**src/rtl/axi_burst_master_if.sv**
```systemverilog
// Request, stream and AXI4 master bus bundle for axi_burst_master.
// The req_wrap member exists only when AXI_MASTER_WRAP_BURST_EN is defined.
interface axi_burst_master_if #(
    parameter int DATA_W = 32,
    parameter int ADDR_W = 32,
    parameter int ID_W   = 4
);
    localparam int STRB_W = DATA_W / 8;

    // Every channel transfers on the cycle where its valid and ready are both
    // high; a raised valid stays high with stable payload until that cycle.
    logic              req_valid, req_ready, req_write;
    logic [ADDR_W-1:0] req_addr;
    logic [3:0]        req_len;
    logic [STRB_W-1:0] req_strb;
`ifdef AXI_MASTER_WRAP_BURST_EN
    logic              req_wrap;
`endif
    logic [DATA_W-1:0] wd_data;
    logic              wd_valid, wd_ready;
    logic [DATA_W-1:0] rd_data;
    logic              rd_valid, rd_last, rd_ready;
    logic              resp_valid, resp_err, busy;

    logic [ID_W-1:0]   ARID_M, RID_M, AWID_M, BID_M;
    logic [ADDR_W-1:0] ARADDR_M, AWADDR_M;
    logic [3:0]        ARLEN_M, AWLEN_M;
    logic [2:0]        ARSIZE_M, AWSIZE_M;
    logic [1:0]        ARBURST_M, AWBURST_M, RRESP_M, BRESP_M;
    logic              ARVALID_M, ARREADY_M, AWVALID_M, AWREADY_M;
    logic [DATA_W-1:0] RDATA_M, WDATA_M;
    logic              RLAST_M, RVALID_M, RREADY_M;
    logic [STRB_W-1:0] WSTRB_M;
    logic              WLAST_M, WVALID_M, WREADY_M;
    logic              BVALID_M, BREADY_M;

    modport master (
`ifdef AXI_MASTER_WRAP_BURST_EN
        input  req_wrap,
`endif
        input  req_valid, req_write, req_addr, req_len, req_strb,
        input  wd_data, wd_valid, rd_ready,
        output req_ready, wd_ready, rd_data, rd_valid, rd_last,
        output resp_valid, resp_err, busy,
        output ARID_M, ARADDR_M, ARLEN_M, ARSIZE_M, ARBURST_M, ARVALID_M,
        input  ARREADY_M,
        input  RID_M, RDATA_M, RRESP_M, RLAST_M, RVALID_M,
        output RREADY_M,
        output AWID_M, AWADDR_M, AWLEN_M, AWSIZE_M, AWBURST_M, AWVALID_M,
        input  AWREADY_M,
        output WDATA_M, WSTRB_M, WLAST_M, WVALID_M,
        input  WREADY_M,
        input  BID_M, BRESP_M, BVALID_M,
        output BREADY_M
    );

    modport slave (
`ifdef AXI_MASTER_WRAP_BURST_EN
        output req_wrap,
`endif
        output req_valid, req_write, req_addr, req_len, req_strb,
        output wd_data, wd_valid, rd_ready,
        input  req_ready, wd_ready, rd_data, rd_valid, rd_last,
        input  resp_valid, resp_err, busy,
        input  ARID_M, ARADDR_M, ARLEN_M, ARSIZE_M, ARBURST_M, ARVALID_M,
        output ARREADY_M,
        output RID_M, RDATA_M, RRESP_M, RLAST_M, RVALID_M,
        input  RREADY_M,
        input  AWID_M, AWADDR_M, AWLEN_M, AWSIZE_M, AWBURST_M, AWVALID_M,
        output AWREADY_M,
        input  WDATA_M, WSTRB_M, WLAST_M, WVALID_M,
        output WREADY_M,
        output BID_M, BRESP_M, BVALID_M,
        input  BREADY_M
    );
endinterface

```
**src/rtl/axi_burst_master.sv**
```systemverilog
// AXI4 burst master: one request at a time becomes an INCR (or WRAP) burst.
// Optional WRAP bursts are enabled by defining AXI_MASTER_WRAP_BURST_EN.
module axi_burst_master #(
    parameter int              DATA_W  = 32,
    parameter int              ADDR_W  = 32,
    parameter int              ID_W    = 4,
    parameter logic [ID_W-1:0] MST_ID  = '0,
    parameter int              MAX_LEN = 16
) (
    input  logic                  clk,
    input  logic                  rst,
    axi_burst_master_if.master    bus,
    output logic [2:0]            dbg_state
);
    localparam int STRB_W = DATA_W / 8;
    localparam int SIZE   = $clog2(STRB_W);

    typedef enum logic [2:0] {
        IDLE = 3'd0, AR = 3'd1, R = 3'd2, AW = 3'd3, W = 3'd4, B = 3'd5, RESP = 3'd6
    } state_t;

    state_t            state_q, state_d;
    logic [ADDR_W-1:0] addr_q;
    logic [3:0]        len_q;
    logic [STRB_W-1:0] strb_q;
    logic              err_q;
    logic [4:0]        beat_q;
    logic [1:0]        burst_c;

    logic              accept, reject, r_hs, w_hs, last_beat;
    logic [ADDR_W-1:0] aligned, base;
    logic [12:0]       bytes;
    logic [13:0]       end_off;
    logic              len_bad;
    logic              unused_ids;

    assign unused_ids = ^{bus.RID_M, bus.BID_M};
    assign dbg_state  = state_q;
    assign accept     = bus.req_valid && (state_q == IDLE);
    assign r_hs       = (state_q == R) && bus.RVALID_M && bus.rd_ready;
    assign w_hs       = (state_q == W) && bus.wd_valid && bus.WREADY_M;
    assign last_beat  = (beat_q == {1'b0, len_q});

`ifdef AXI_MASTER_WRAP_BURST_EN
    logic wrap_q;
    assign burst_c = wrap_q ? 2'b10 : 2'b01;
`else
    assign burst_c = 2'b01;
`endif

    // Legality of the incoming request: length limit and 4KB page crossing.
    always_comb begin
        aligned = bus.req_addr & ~ADDR_W'(STRB_W - 1);
        bytes   = (13'(bus.req_len) + 13'd1) << SIZE;
        base    = aligned;
        len_bad = ({1'b0, bus.req_len} > 5'(MAX_LEN - 1));
`ifdef AXI_MASTER_WRAP_BURST_EN
        if (bus.req_wrap) begin
            base    = aligned & ~ADDR_W'(bytes - 13'd1);
            len_bad = len_bad || !((bus.req_len == 4'd1) || (bus.req_len == 4'd3) ||
                                   (bus.req_len == 4'd7) || (bus.req_len == 4'd15));
        end
`endif
        end_off = 14'(base[11:0]) + 14'(bytes);
        reject  = len_bad || (end_off > 14'd4096);
    end

    always_ff @(posedge clk or posedge rst) begin
        if (rst) begin
            state_q <= IDLE;
            addr_q  <= '0;
            len_q   <= '0;
            strb_q  <= '0;
            err_q   <= 1'b0;
            beat_q  <= '0;
`ifdef AXI_MASTER_WRAP_BURST_EN
            wrap_q  <= 1'b0;
`endif
        end else begin
            state_q <= state_d;
            if (accept) begin
                addr_q <= aligned;
                len_q  <= bus.req_len;
                strb_q <= bus.req_strb;
                err_q  <= reject;
                beat_q <= '0;
`ifdef AXI_MASTER_WRAP_BURST_EN
                wrap_q <= bus.req_wrap;
`endif
            end else begin
                // Read beat counter saturates so a missing RLAST never aliases to beat 0.
                if (r_hs) begin
                    beat_q <= (beat_q == 5'h1f) ? beat_q : beat_q + 5'd1;
                    err_q  <= err_q || (bus.RRESP_M != 2'b00) || (bus.RLAST_M != last_beat);
                end
                if (w_hs) beat_q <= beat_q + 5'd1;
                if ((state_q == B) && bus.BVALID_M) err_q <= err_q || (bus.BRESP_M != 2'b00);
            end
        end
    end

    always_comb begin
        state_d        = state_q;
        bus.req_ready  = 1'b0;
        bus.busy       = 1'b1;
        bus.wd_ready   = 1'b0;
        bus.rd_data    = '0;
        bus.rd_valid   = 1'b0;
        bus.rd_last    = 1'b0;
        bus.resp_valid = 1'b0;
        bus.resp_err   = 1'b0;
        bus.ARID_M     = '0;
        bus.ARADDR_M   = '0;
        bus.ARLEN_M    = '0;
        bus.ARSIZE_M   = '0;
        bus.ARBURST_M  = '0;
        bus.ARVALID_M  = 1'b0;
        bus.RREADY_M   = 1'b0;
        bus.AWID_M     = '0;
        bus.AWADDR_M   = '0;
        bus.AWLEN_M    = '0;
        bus.AWSIZE_M   = '0;
        bus.AWBURST_M  = '0;
        bus.AWVALID_M  = 1'b0;
        bus.WDATA_M    = '0;
        bus.WSTRB_M    = '0;
        bus.WLAST_M    = 1'b0;
        bus.WVALID_M   = 1'b0;
        bus.BREADY_M   = 1'b0;
        case (state_q)
            IDLE: begin
                bus.req_ready = 1'b1;
                bus.busy      = 1'b0;
                if (bus.req_valid) state_d = reject ? RESP : (bus.req_write ? AW : AR);
            end
            AR: begin
                bus.ARID_M    = MST_ID;
                bus.ARADDR_M  = addr_q;
                bus.ARLEN_M   = len_q;
                bus.ARSIZE_M  = 3'(SIZE);
                bus.ARBURST_M = burst_c;
                bus.ARVALID_M = 1'b1;
                if (bus.ARREADY_M) state_d = R;
            end
            R: begin
                bus.RREADY_M = bus.rd_ready;
                bus.rd_valid = bus.RVALID_M;
                bus.rd_data  = bus.RDATA_M;
                bus.rd_last  = bus.RLAST_M;
                if (r_hs && bus.RLAST_M) state_d = RESP;
            end
            AW: begin
                bus.AWID_M    = MST_ID;
                bus.AWADDR_M  = addr_q;
                bus.AWLEN_M   = len_q;
                bus.AWSIZE_M  = 3'(SIZE);
                bus.AWBURST_M = burst_c;
                bus.AWVALID_M = 1'b1;
                if (bus.AWREADY_M) state_d = W;
            end
            W: begin
                bus.WVALID_M = bus.wd_valid;
                bus.wd_ready = bus.WREADY_M;
                bus.WDATA_M  = bus.wd_data;
                bus.WSTRB_M  = strb_q;
                bus.WLAST_M  = last_beat;
                if (w_hs && last_beat) state_d = B;
            end
            B: begin
                bus.BREADY_M = 1'b1;
                if (bus.BVALID_M) state_d = RESP;
            end
            RESP: begin
                bus.resp_valid = 1'b1;
                bus.resp_err   = err_q;
                state_d        = IDLE;
            end
            default: state_d = IDLE;
        endcase
    end
endmodule
```
**src/flat_wrapper.sv**
```systemverilog
// flat-port wrapper written by rule: the top's interface ports become plain ports
module axi_burst_master_flat 
#(
    parameter int              DATA_W  = 32,
    parameter int              ADDR_W  = 32,
    parameter int              ID_W    = 4,
    parameter logic [ID_W-1:0] MST_ID  = '0,
    parameter int              MAX_LEN = 16
)
  (clk, rst, dbg_state, bus_req_valid, bus_req_write, bus_req_addr, bus_req_len, bus_req_strb, bus_wd_data, bus_wd_valid, bus_rd_ready, bus_req_ready, bus_wd_ready, bus_rd_data, bus_rd_valid, bus_rd_last, bus_resp_valid, bus_resp_err, bus_busy, bus_ARID_M, bus_ARADDR_M, bus_ARLEN_M, bus_ARSIZE_M, bus_ARBURST_M, bus_ARVALID_M, bus_ARREADY_M, bus_RID_M, bus_RDATA_M, bus_RRESP_M, bus_RLAST_M, bus_RVALID_M, bus_RREADY_M, bus_AWID_M, bus_AWADDR_M, bus_AWLEN_M, bus_AWSIZE_M, bus_AWBURST_M, bus_AWVALID_M, bus_AWREADY_M, bus_WDATA_M, bus_WSTRB_M, bus_WLAST_M, bus_WVALID_M, bus_WREADY_M, bus_BID_M, bus_BRESP_M, bus_BVALID_M, bus_BREADY_M);
  axi_burst_master_if #(.DATA_W(DATA_W), .ADDR_W(ADDR_W), .ID_W(ID_W)) bus_i ();
  input  logic clk;
  input  logic rst;
  output logic [2:0] dbg_state;
  input wire logic [$bits(bus_i.req_valid)-1:0] bus_req_valid;
  input wire logic [$bits(bus_i.req_write)-1:0] bus_req_write;
  input wire logic [$bits(bus_i.req_addr)-1:0] bus_req_addr;
  input wire logic [$bits(bus_i.req_len)-1:0] bus_req_len;
  input wire logic [$bits(bus_i.req_strb)-1:0] bus_req_strb;
  input wire logic [$bits(bus_i.wd_data)-1:0] bus_wd_data;
  input wire logic [$bits(bus_i.wd_valid)-1:0] bus_wd_valid;
  input wire logic [$bits(bus_i.rd_ready)-1:0] bus_rd_ready;
  output wire logic [$bits(bus_i.req_ready)-1:0] bus_req_ready;
  output wire logic [$bits(bus_i.wd_ready)-1:0] bus_wd_ready;
  output wire logic [$bits(bus_i.rd_data)-1:0] bus_rd_data;
  output wire logic [$bits(bus_i.rd_valid)-1:0] bus_rd_valid;
  output wire logic [$bits(bus_i.rd_last)-1:0] bus_rd_last;
  output wire logic [$bits(bus_i.resp_valid)-1:0] bus_resp_valid;
  output wire logic [$bits(bus_i.resp_err)-1:0] bus_resp_err;
  output wire logic [$bits(bus_i.busy)-1:0] bus_busy;
  output wire logic [$bits(bus_i.ARID_M)-1:0] bus_ARID_M;
  output wire logic [$bits(bus_i.ARADDR_M)-1:0] bus_ARADDR_M;
  output wire logic [$bits(bus_i.ARLEN_M)-1:0] bus_ARLEN_M;
  output wire logic [$bits(bus_i.ARSIZE_M)-1:0] bus_ARSIZE_M;
  output wire logic [$bits(bus_i.ARBURST_M)-1:0] bus_ARBURST_M;
  output wire logic [$bits(bus_i.ARVALID_M)-1:0] bus_ARVALID_M;
  input wire logic [$bits(bus_i.ARREADY_M)-1:0] bus_ARREADY_M;
  input wire logic [$bits(bus_i.RID_M)-1:0] bus_RID_M;
  input wire logic [$bits(bus_i.RDATA_M)-1:0] bus_RDATA_M;
  input wire logic [$bits(bus_i.RRESP_M)-1:0] bus_RRESP_M;
  input wire logic [$bits(bus_i.RLAST_M)-1:0] bus_RLAST_M;
  input wire logic [$bits(bus_i.RVALID_M)-1:0] bus_RVALID_M;
  output wire logic [$bits(bus_i.RREADY_M)-1:0] bus_RREADY_M;
  output wire logic [$bits(bus_i.AWID_M)-1:0] bus_AWID_M;
  output wire logic [$bits(bus_i.AWADDR_M)-1:0] bus_AWADDR_M;
  output wire logic [$bits(bus_i.AWLEN_M)-1:0] bus_AWLEN_M;
  output wire logic [$bits(bus_i.AWSIZE_M)-1:0] bus_AWSIZE_M;
  output wire logic [$bits(bus_i.AWBURST_M)-1:0] bus_AWBURST_M;
  output wire logic [$bits(bus_i.AWVALID_M)-1:0] bus_AWVALID_M;
  input wire logic [$bits(bus_i.AWREADY_M)-1:0] bus_AWREADY_M;
  output wire logic [$bits(bus_i.WDATA_M)-1:0] bus_WDATA_M;
  output wire logic [$bits(bus_i.WSTRB_M)-1:0] bus_WSTRB_M;
  output wire logic [$bits(bus_i.WLAST_M)-1:0] bus_WLAST_M;
  output wire logic [$bits(bus_i.WVALID_M)-1:0] bus_WVALID_M;
  input wire logic [$bits(bus_i.WREADY_M)-1:0] bus_WREADY_M;
  input wire logic [$bits(bus_i.BID_M)-1:0] bus_BID_M;
  input wire logic [$bits(bus_i.BRESP_M)-1:0] bus_BRESP_M;
  input wire logic [$bits(bus_i.BVALID_M)-1:0] bus_BVALID_M;
  output wire logic [$bits(bus_i.BREADY_M)-1:0] bus_BREADY_M;
  assign bus_i.req_valid = bus_req_valid;
  assign bus_i.req_write = bus_req_write;
  assign bus_i.req_addr = bus_req_addr;
  assign bus_i.req_len = bus_req_len;
  assign bus_i.req_strb = bus_req_strb;
  assign bus_i.wd_data = bus_wd_data;
  assign bus_i.wd_valid = bus_wd_valid;
  assign bus_i.rd_ready = bus_rd_ready;
  assign bus_req_ready = bus_i.req_ready;
  assign bus_wd_ready = bus_i.wd_ready;
  assign bus_rd_data = bus_i.rd_data;
  assign bus_rd_valid = bus_i.rd_valid;
  assign bus_rd_last = bus_i.rd_last;
  assign bus_resp_valid = bus_i.resp_valid;
  assign bus_resp_err = bus_i.resp_err;
  assign bus_busy = bus_i.busy;
  assign bus_ARID_M = bus_i.ARID_M;
  assign bus_ARADDR_M = bus_i.ARADDR_M;
  assign bus_ARLEN_M = bus_i.ARLEN_M;
  assign bus_ARSIZE_M = bus_i.ARSIZE_M;
  assign bus_ARBURST_M = bus_i.ARBURST_M;
  assign bus_ARVALID_M = bus_i.ARVALID_M;
  assign bus_i.ARREADY_M = bus_ARREADY_M;
  assign bus_i.RID_M = bus_RID_M;
  assign bus_i.RDATA_M = bus_RDATA_M;
  assign bus_i.RRESP_M = bus_RRESP_M;
  assign bus_i.RLAST_M = bus_RLAST_M;
  assign bus_i.RVALID_M = bus_RVALID_M;
  assign bus_RREADY_M = bus_i.RREADY_M;
  assign bus_AWID_M = bus_i.AWID_M;
  assign bus_AWADDR_M = bus_i.AWADDR_M;
  assign bus_AWLEN_M = bus_i.AWLEN_M;
  assign bus_AWSIZE_M = bus_i.AWSIZE_M;
  assign bus_AWBURST_M = bus_i.AWBURST_M;
  assign bus_AWVALID_M = bus_i.AWVALID_M;
  assign bus_i.AWREADY_M = bus_AWREADY_M;
  assign bus_WDATA_M = bus_i.WDATA_M;
  assign bus_WSTRB_M = bus_i.WSTRB_M;
  assign bus_WLAST_M = bus_i.WLAST_M;
  assign bus_WVALID_M = bus_i.WVALID_M;
  assign bus_i.WREADY_M = bus_WREADY_M;
  assign bus_i.BID_M = bus_BID_M;
  assign bus_i.BRESP_M = bus_BRESP_M;
  assign bus_i.BVALID_M = bus_BVALID_M;
  assign bus_BREADY_M = bus_i.BREADY_M;
  axi_burst_master #(.DATA_W(DATA_W), .ADDR_W(ADDR_W), .ID_W(ID_W), .MST_ID(MST_ID), .MAX_LEN(MAX_LEN)) u_core (.clk(clk), .rst(rst), .bus(bus_i), .dbg_state(dbg_state));
endmodule
```
**config.mk**
```make
export PLATFORM = sky130hd
export DESIGN_NAME = axi_burst_master_flat
export DESIGN_NICKNAME = d
export VERILOG_FILES = /design/src/rtl/axi_burst_master_if.sv /design/src/rtl/axi_burst_master.sv /design/src/flat_wrapper.sv
export SDC_FILE = /design/constraint.sdc
export NUM_CORES = 1
export LEC_CHECK = 0
export ABC_AREA = 1
export CELL_PAD_IN_SITES_DETAIL_PLACEMENT = 1
export CELL_PAD_IN_SITES_GLOBAL_PLACEMENT = 1
export CORE_ASPECT_RATIO = 0.75
export CORE_MARGIN = 4
export CORE_UTILIZATION = 21
export CTS_BUF_LIST = sky130_fd_sc_hd__clkbuf_4 sky130_fd_sc_hd__clkbuf_8 sky130_fd_sc_hd__clkbuf_16
export CTS_CLUSTER_DIAMETER = 80
export DETAILED_ROUTE_END_ITERATION = 8
export PLACE_DENSITY_LB_ADDON = 0.2
export SLEW_MARGIN = 20
export SYNTH_ARGS = -nofsm -noshare
export SYNTH_HDL_FRONTEND = slang
export SYNTH_SLANG_ARGS = --single-unit
```
**constraint.sdc**
```tcl
create_clock -name clk -period 1.8 [get_ports clk]
set_clock_uncertainty 0.1 [all_clocks]
set_input_delay 0.18 -clock clk [delete_from_list [all_inputs] [get_ports clk]]
set_output_delay 0.18 -clock clk [all_outputs]
set_load 0.01 [all_outputs]
```
# Word-level counts from Yosys, hierarchy flattened
# Index checks and enable logic that the tools add are counted.
# W data, S select, Z words.
# word_totals
reg_bits,47
# classes
add_sub_neg,3
n_lt_le_gt_ge,1
n_eq_ne,16
mux,40
n_reduce_logical,18
# ops
op,n
$mux W32,4
$mux W3,7
$mux W5,4
$mux W1,18
$pmux W3 S6,1
$add A12 B13 Y14,1
$gt A14 B13 Y1 const B,1
$mux W4,3
$ne A2 B2 Y1 const B,6
$eq A3 B3 Y1 const B,3
$logic_and A1 B1 Y1,8
$eq A3 B2 Y1 const B,2
$mux W2,3
$reduce_and A6 Y1,1
$reduce_bool A3 Y1,2
$add A4 B1 Y5 const B,1
$add A5 B1 Y5 const B,1
$eq A5 B4 Y1,1
$eq A5 B5 Y1 const B,1
$reduce_bool A2 Y1,2
$eq A3 B1 Y1 const B,1
$logic_not A3 Y1,1
$logic_or A1 B1 Y1,3
$ne A3 B1 Y1 const B,1
2 further kinds,2

# Depth between registers and ports, before layout
# Gate-level depths: netlist of run 1.
# logic_depth
word_depth,6
depth_mapped,18
depth_no_buf,18

# Worst setup path before layout of run 1
# No wires, ideal clock.
# synth_path
path_kind,input to register
startpoint,input bus_req_len[0]
endpoint,register u_core.state_q[2] (netlist: u_core.dbg_state[2])
setup_time_ps,116
arrival_ps,1836
path_slack_ps,-252
stages,13
path_buffers,0
path_cell_list,ha_1 > fa_1 > or2_2 > nor2_1 > nand3_1 > nor2_1 > nand2_1 > nor2_1 > nand2_1 > nand3_1 > nand2_1 > nand2_1 > nand2_1
# synth_via
elab_chain_cells,6
# synth_rtl
element,line_no,source
start: declaration,flat_wrapper.sv:18,input wire logic [$bits(bus_i.req_len)-1:0] bus_req_len;
$add A4 B1 Y5,axi_burst_master.sv:54,bytes = (13'(bus.req_len) + 13'd1) << SIZE;
$add A12 B13 Y14,axi_burst_master.sv:64,end_off = 14'(base[11:0]) + 14'(bytes);
$gt A14 B13 Y1,axi_burst_master.sv:65,reject = len_bad || (end_off > 14'd4096);
$mux W3 (2 in a row),axi_burst_master.sv:134,if (bus.req_valid) state_d = reject ? RESP : (bus.req_write ? AW : AR);
$pmux W3 S6,axi_burst_master.sv:130,case (state_q)
end signal: assignment,axi_burst_master.sv:80,state_q <= state_d;
end: declaration,axi_burst_master.sv:22,"state_t state_q, state_d;"
# No other way between the ends. The select of a mux whose other input is x is not followed.
# A chain may end at the register's enable or synchronous reset.

# Worst setup path after layout of run 1
# layout_path
startpoint,register u_core.state_q[0] (netlist: u_core.dbg_state[0])
endpoint,register u_core.beat_q[3]
# layout_via
elab_chain_cells,5
elab_cells_between_ends,13
cone_classes,3 x eq/ne; 2 x mux; 8 x reduce/logical
# layout_rtl
element,line_no,source
$eq A3 B3 Y1 or $eq A3 B2 Y1 (tied branches),"axi_burst_master.sv:41, axi_burst_master.sv:40",
$logic_and A1 B1 Y1 (on tied branches) (2 in a row),"axi_burst_master.sv:41, axi_burst_master.sv:40",
"$ne A3 B1 Y1 (no source line), or another cell as far along",n/a,
$reduce_and A2 Y1 (no source line) or $mux W5 (tied branches),n/a,
end signal: assignment,axi_burst_master.sv:93,beat_q <= (beat_q == 5'h1f) ? beat_q : beat_q + 5'd1;
end signal: assignment,axi_burst_master.sv:96,if (w_hs) beat_q <= beat_q + 5'd1;
end: declaration,axi_burst_master.sv:27,logic [4:0] beat_q;
# Several ways; a longest one is shown, not always the timed one.

==> impl_metrics.tcl, run 1 <==
set metrics [dict create \
    synth.ff_latch_count 47 \
    clk-insertion-delay-late_ps 300 \
    grt_use_met2_pct 29.4 \
    fmax_ghz 0.483 \
    antenna_left 0 \
    power_w 0.0123 \
    grt_max_degree 77 \
    ys_warn_count 0 \
    synth.area.top_cells "dfrtp_1 32%, nor2_1 17%, inv_1 14%" \
    drive_gt1_share_pct 52.5 \
    hpwlAfterDp_microns 13400 \
    core_area_sq_mm 0.0171 \
    dp.cells 1145 \
    clock-sinks 47 \
    synthCells 614 \
    failed_checks "setup timing" \
    die_w_microns 162 \
    dieArea_sq_mm 0.0199 \
    clockBufferDepth 2 \
    p_leak_nw 4.70 \
    ctsRootBufferMaster "clkbuf_16" \
    cp_data_required_time_ps 1880 \
    synth_area_sq_mm 0.00372 \
    routabilityCongestion 0.823 \
    io_pins 302 \
    powerDensity_mw_per_mm2 1340 \
    grt_pass1_wl_microns 26900 \
    fin_nets 1125 \
    io_buffers 273 \
    grtUsageTotal_pct 16.8 \
    die_h_microns 123 \
    vias 5397 \
    async_reset_ff_share_pct 100 \
    cp-end-kind "flop" \
    worst_slack_ps -272 \
    critical_path_class "reg2reg" \
    met3_usage_pct 3.37 \
    holdBufCountCts 0 \
    critPathMaxFanout 8 \
    fillerInstances 2008 \
    synth_edf_count 0 \
    critPathArrivalTime_ps 2150 \
    drt-total-wl_microns 25400 \
    final.setup.tns_ps -14870 \
    crit_path_start_kind "flop" \
    vdd_ir_drop_max_v 0.000559 \
    synth_most_common_cell "nor2_1" \
    post-route-min-period_ps 2070 \
    setup_viol 139 \
    drv_cap 0 \
    seqCellArea_sq_mm 0.00118 \
    clkTransAtPathRegs_ps 70 \
    rsz0062_at_grt "yes" \
    busiest_layer "met2" \
    cts_buffers 5 \
    fin_crit_sh_pct 115 \
    cts_tree "yes" \
    antenna_found_initial 1 \
    grt_use_met1_pct 22.2 \
    grt_pass1_vias 4972 \
    run_status "finished, violations left" \
    hold_viol 0 \
    final_cells 1225 \
    hold_class "in2reg" \
    synth_cell_types 32 \
    dr.pass1.iters 4 \
    drt-wirelength-per-cell_microns 20.7 \
    utilization_pct 53.7 \
    synth_top_area_share_pct 31.6 \
    drc 0 \
    ys_seq_area_share_pct 31.6 \
    dp_slack_ps -923 \
    routed_via_density 4.41 \
    yosys-top-cells-count "166 x nor2_1, 138 x inv_1, 99 x nand2_1, 47 x dfrtp_1, 45 x o21ai_0" \
    rows 41 \
    cts.htree.levels 2 \
    start_util_pct 21.8 \
    syn_to_final_growth_pct 147 \
    yosys.area.top_type "dfrtp_1" \
    syn_area_per_cell_sq_um 6.06 \
    synth_flop_cell "dfrtp_1" \
    multiInputGateArea_sq_mm 0.00304 \
    drt_iter0_markers 329 \
    grt.overflow.total 0 \
    maxSlewViolCount 0 \
]
==> logic make-up (layout without fill, tap and decap cells) <==
| kind of cell | count (synthesis) | in the layout | share of synthesized area, % |
|---|---|---|---|
| and+or+nand+nor | 307 | 307 | 33.7 |
| buffers and inverters | 188 | 545 | 21.9 |
| AOI/OAI and AO/OA | 59 | 59 | 8.65 |
| DFF | 47 | 47 | 31.6 |
| adders and majority gates | 10 | 10 | 3.57 |
| xor gates and xnor gates | 2 | 2 | 0.471 |
| other | 1 | 19 | 0.101 |
==> through the flow <==
| step | hold WS [ps] | instance area (sq um) |
|---|---|---|
| 4_1_cts | 10.9 | 7000 |
| 5_1_grt | 44.7 | 9180 |
| 2_1_floorplan | 201 | 3800 |
| 3_3_place_gp | 423 | 7030 |
| 3_5_place_dp | 444 | 7030 |
| 6_report | 32.8 | 9180 |
==> state kept, by name, indices dropped and copies added (netlist names) <==
| name | cells |
|---|---|
| u_core.strb_q | 4 |
| u_core.len_q | 4 |
| u_core.addr_q | 30 |
| u_core.dbg_state | 3 |
| u_core.err_q | 1 |
| u_core.beat_q | 5 |
==> final timing paths <==
path                                startpoint  depth (start not counted)  slack [ps]                   to
max                        u_core.dbg_state[0]                         10        -270     u_core.beat_q[3]
min                             bus_req_len[1]                          3          30      u_core.len_q[1]
max reg2reg                u_core.dbg_state[0]                         10        -270     u_core.beat_q[3]
min reg2reg                   u_core.addr_q[6]                          2         450     u_core.addr_q[6]
max in group asynchronous                  rst                          3        1190  u_core.dbg_state[1]
min in group asynchronous                  rst                          3         140    u_core.addr_q[25]
==> critical path, cell delays in order, from the launching register on <==
cell and delay, ps:
dfrtp_2 450, buf_6 140, nor2_4 120, nand2_4 130, buf_12 180, nor2_4 140
nand2_4 100, o211ai_4 270, nand2_2 120, o21ai_2 150, a21oi_1 50
==> per-layer routing <==
layer	wire length, microns	part of all wire, %	up-vias
li1	-	-	2512
met1	10700	42	2676
met2	13000	51	187
met3	1430	5.6	22
met4	242	0.95	0
met5	0	0	-
==> placed cells by master, fill, tap and decap left out, types with 8 or more instances in the layout <==
| master | count |
|---|---|
| clkbuf_2 | 16 |
| nand2_4 | 26 |
| o21ai_2 | 31 |
| nor2_2 | 34 |
| buf_4 | 61 |
| nor2_4 | 78 |
| buf_6 | 82 |
| nand2_1 | 52 |
| conb_1 | 18 |
| nor2_1 | 59 |
| nand3_1 | 10 |
| nand3_2 | 8 |
| inv_1 | 131 |
| nand2_2 | 24 |
| clkdlybuf4s50_1 | 110 |
| o21ai_1 | 14 |
| buf_2 | 71 |
| buf_12 | 20 |
| clkbuf_16 | 21 |
| inv_2 | 8 |
| dfrtp_1 | 45 |
==> timing repair <==
action / 4_1_cts / 5_1_grt
pin swaps: 16 / 30
setup buffers: 15 / 32
resized for setup: 633 / 460
endpoints found under the setup margin: 163 / 187
cloned: 5 / 24
==> report_power, final <==
part           switching [W]  internal (W)  leakage [nW]  total, W
clock network       0.000432      0.000572        0.0775   0.00100
logic                0.00507       0.00444          4.04   0.00951
registers           0.000232       0.00157         0.578   0.00180
==> cell type report <==
class | instances | share of cell area (%)
antenna | 1 | 0.0273
multi-input combinational | 396 | 33.1
clock inverter | 1 | 0.0954
inverter | 142 | 5.89
tap | 236 | 3.22
sequential | 47 | 12.8
timing repair buffer | 395 | 43.3
clock buffer | 7 | 1.59
(Power assumes the default switching activity.)
==> inputs of run 2 (changes only) <==
--- a/config.mk
+++ b/config.mk
@@ -14,6 +14,7 @@
 export CTS_BUF_LIST = sky130_fd_sc_hd__clkbuf_4 sky130_fd_sc_hd__clkbuf_8 sky130_fd_sc_hd__clkbuf_16
 export CTS_CLUSTER_DIAMETER = 80
 export DETAILED_ROUTE_END_ITERATION = 8
+export GPL_TIMING_DRIVEN = 0
 export PLACE_DENSITY_LB_ADDON = 0.2
 export SLEW_MARGIN = 20
 export SYNTH_ARGS = -nofsm -noshare
==> run 2 against run 1 <==
Effect of this change: the flow still finishes with violations (setup timing); sequential share of layout area decreased by 0.068 points; sequential power hardly changed; first-iteration DRC count down 47%; critical endpoint is now u_core.dbg_state[0]; cell count is 0.65% higher; maximum frequency is 2.0% higher; critical path type unchanged; critical path depth rose by 2; total power grew 2.0%; worst hold slack got worse by 6.4 ps.
==> impl_metrics.tcl, run 2 (synthesis gave the netlist of run 1 again) <==
set metrics [dict create \
    run_status "finished, violations left" \
    failed_checks "setup timing" \
    die_w_microns 162 \
    antenna_found_initial 0 \
    dieArea_sq_mm 0.0199 \
    drt_iter0_markers 174 \
    routabilityCongestion 0.785 \
    cp_slowest_cell "dfrtp_2" \
    grtUsageTotal_pct 18.8 \
    final_cell_mix "133 x buf_6, 128 x inv_1, 111 x clkdlybuf4s50_1" \
    dp_slack_ps -1030 \
    grt_pass1_wl_microns 29700 \
    start_util_pct 21.8 \
    diodes 0 \
    drv_cap 0 \
    crit_path_start_kind "flop" \
    largest-register "u_core.addr_q" \
    rsz0062_at_grt "yes" \
    seqCellArea_sq_mm 0.00118 \
    reg_top3 "u_core.addr_q x30, u_core.beat_q x5" \
    io_pins 302 \
    p_leak_nw 4.50 \
    drive_gt1_share_pct 49.9 \
    worst_slack_ps -231 \
    hpwlAfterDp_microns 14400 \
    max_slew_margin_pct 61.0 \
    cp_slowest_stage_delay_ps 440 \
    layout_commonest_cell "buf_6" \
    io_buffers 272 \
    hold_viol 0 \
    cts_buffers 5 \
    core_area_sq_mm 0.0171 \
    critPathArrivalTime_ps 2110 \
    rows 41 \
    vdd_ir_drop_max_v 0.000763 \
    fillerInstances 2010 \
    syn_to_final_growth_pct 148 \
    clk-insertion-delay-late_ps 300 \
    vias 5282 \
    fin_nets 1134 \
    critical_path_class "reg2reg" \
    largest_reg_flops 30 \
    drc 0 \
    drt-wirelength-per-cell_microns 18.2 \
    die_h_microns 123 \
    setup_viol 157 \
    routed_via_density 4.28 \
    drt-total-wl_microns 22500 \
    antenna_left 0 \
    grt_pass1_vias 5215 \
    clock-sinks 47 \
    clockBufferDepth 2 \
    grt.overflow.total 0 \
    fmax_ghz 0.492 \
    fin_crit_sh_pct 113 \
    hold_class "in2reg" \
    cts_tree "yes" \
    dr.pass1.iters 4 \
    multiInputGateArea_sq_mm 0.00291 \
    clkTransAtPathRegs_ps 70 \
    ctsRootBufferMaster "clkbuf_16" \
    powerDensity_mw_per_mm2 1360 \
    post-route-min-period_ps 2030 \
    grt_max_degree 25 \
    tightest_slew_ps 585 \
    critPathMaxFanout 8 \
    cts.htree.levels 2 \
    cp_data_required_time_ps 1880 \
    holdWs_ps 26.3 \
    crit_chain "inv_4, buf_6, nor2_4, nand2_2, buf_12, buf_8, buf_4, o21bai_4, nand3_4, inv_2, nor2_1, a21oi_2" \
    maxSlewViolCount 0 \
    cp-end-kind "flop" \
]
[run 2: power by group]
part / total (W) / switching (W) / internal, W / leakage, nW
combinational: 0.00960 / 0.00493 / 0.00467 / 3.84
sequential: 0.00179 / 0.000225 / 0.00157 / 0.578
clock: 0.00116 / 0.000462 / 0.000700 / 0.0875
[run 2: metal layers]
layer	global-route usage, %	up-vias	wire [microns]
li1	-	2527	-
met1	24.2	2575	8920
met5	0	-	0
met3	3.47	35	945
met4	3.65	0	501
met2	33.7	145	12100
[run 2: timing repair]
action / CTS / global route
cloned: 9 / 4
hold buffers: 0 / 0
endpoints found under the setup margin: 198 / 193
pin swaps: 37 / 41
resized for setup: 751 / 437
buffers inserted: 54 / 26
[run 2: metrics by stage]
stage,cells,power (W),utilization [%],instance area (sq um),TNS (ps)
CTS,1211,0.00991,44.2,7550,-14010
global route,1233,0.0133,54.0,9230,-26720
detailed placement,1140,0.00720,40.0,6840,-66060
finish,1233,0.0126,54.0,9230,-16610
global placement,1139,0.00712,39.9,6820,-99600
floorplan,631,0.00439,-,3800,-331
[run 2: path summary, 6_finish.rpt]
kind / slack (ps) / to / startpoint / cells after the start
setup / recovery: -230 / u_core.dbg_state[0] / u_core.dbg_state[1] / 12
hold / removal: 30 / u_core.len_q[3] / bus_req_len[3] / 3
setup reg to reg: -230 / u_core.dbg_state[0] / u_core.dbg_state[1] / 12
hold reg to reg: 460 / u_core.beat_q[2] / u_core.beat_q[2] / 2
max in group asynchronous: 890 / u_core.addr_q[21] / rst / 3
min in group asynchronous: 160 / u_core.addr_q[30] / rst / 2
[run 2: final cells by class]
| cell class | count | area share (%) |
|---|---|---|
| multi-input combinational | 398 | 31.5 |
| tap | 236 | 3.20 |
| clock buffer | 6 | 1.51 |
| clock inverter | 2 | 0.420 |
| timing repair buffer | 359 | 38.6 |
| buffer | 43 | 5.99 |
| inverter | 142 | 5.99 |
| sequential | 47 | 12.8 |
[run 2: worst max-delay path, delay by kind of cell, from the launching register on]
kind	cells	cell delay, ps
AND/OR/NAND/NOR	4	480
AO/OA/AOI/OAI	2	230
flip-flops	1	440
buffers and inverters	6	650
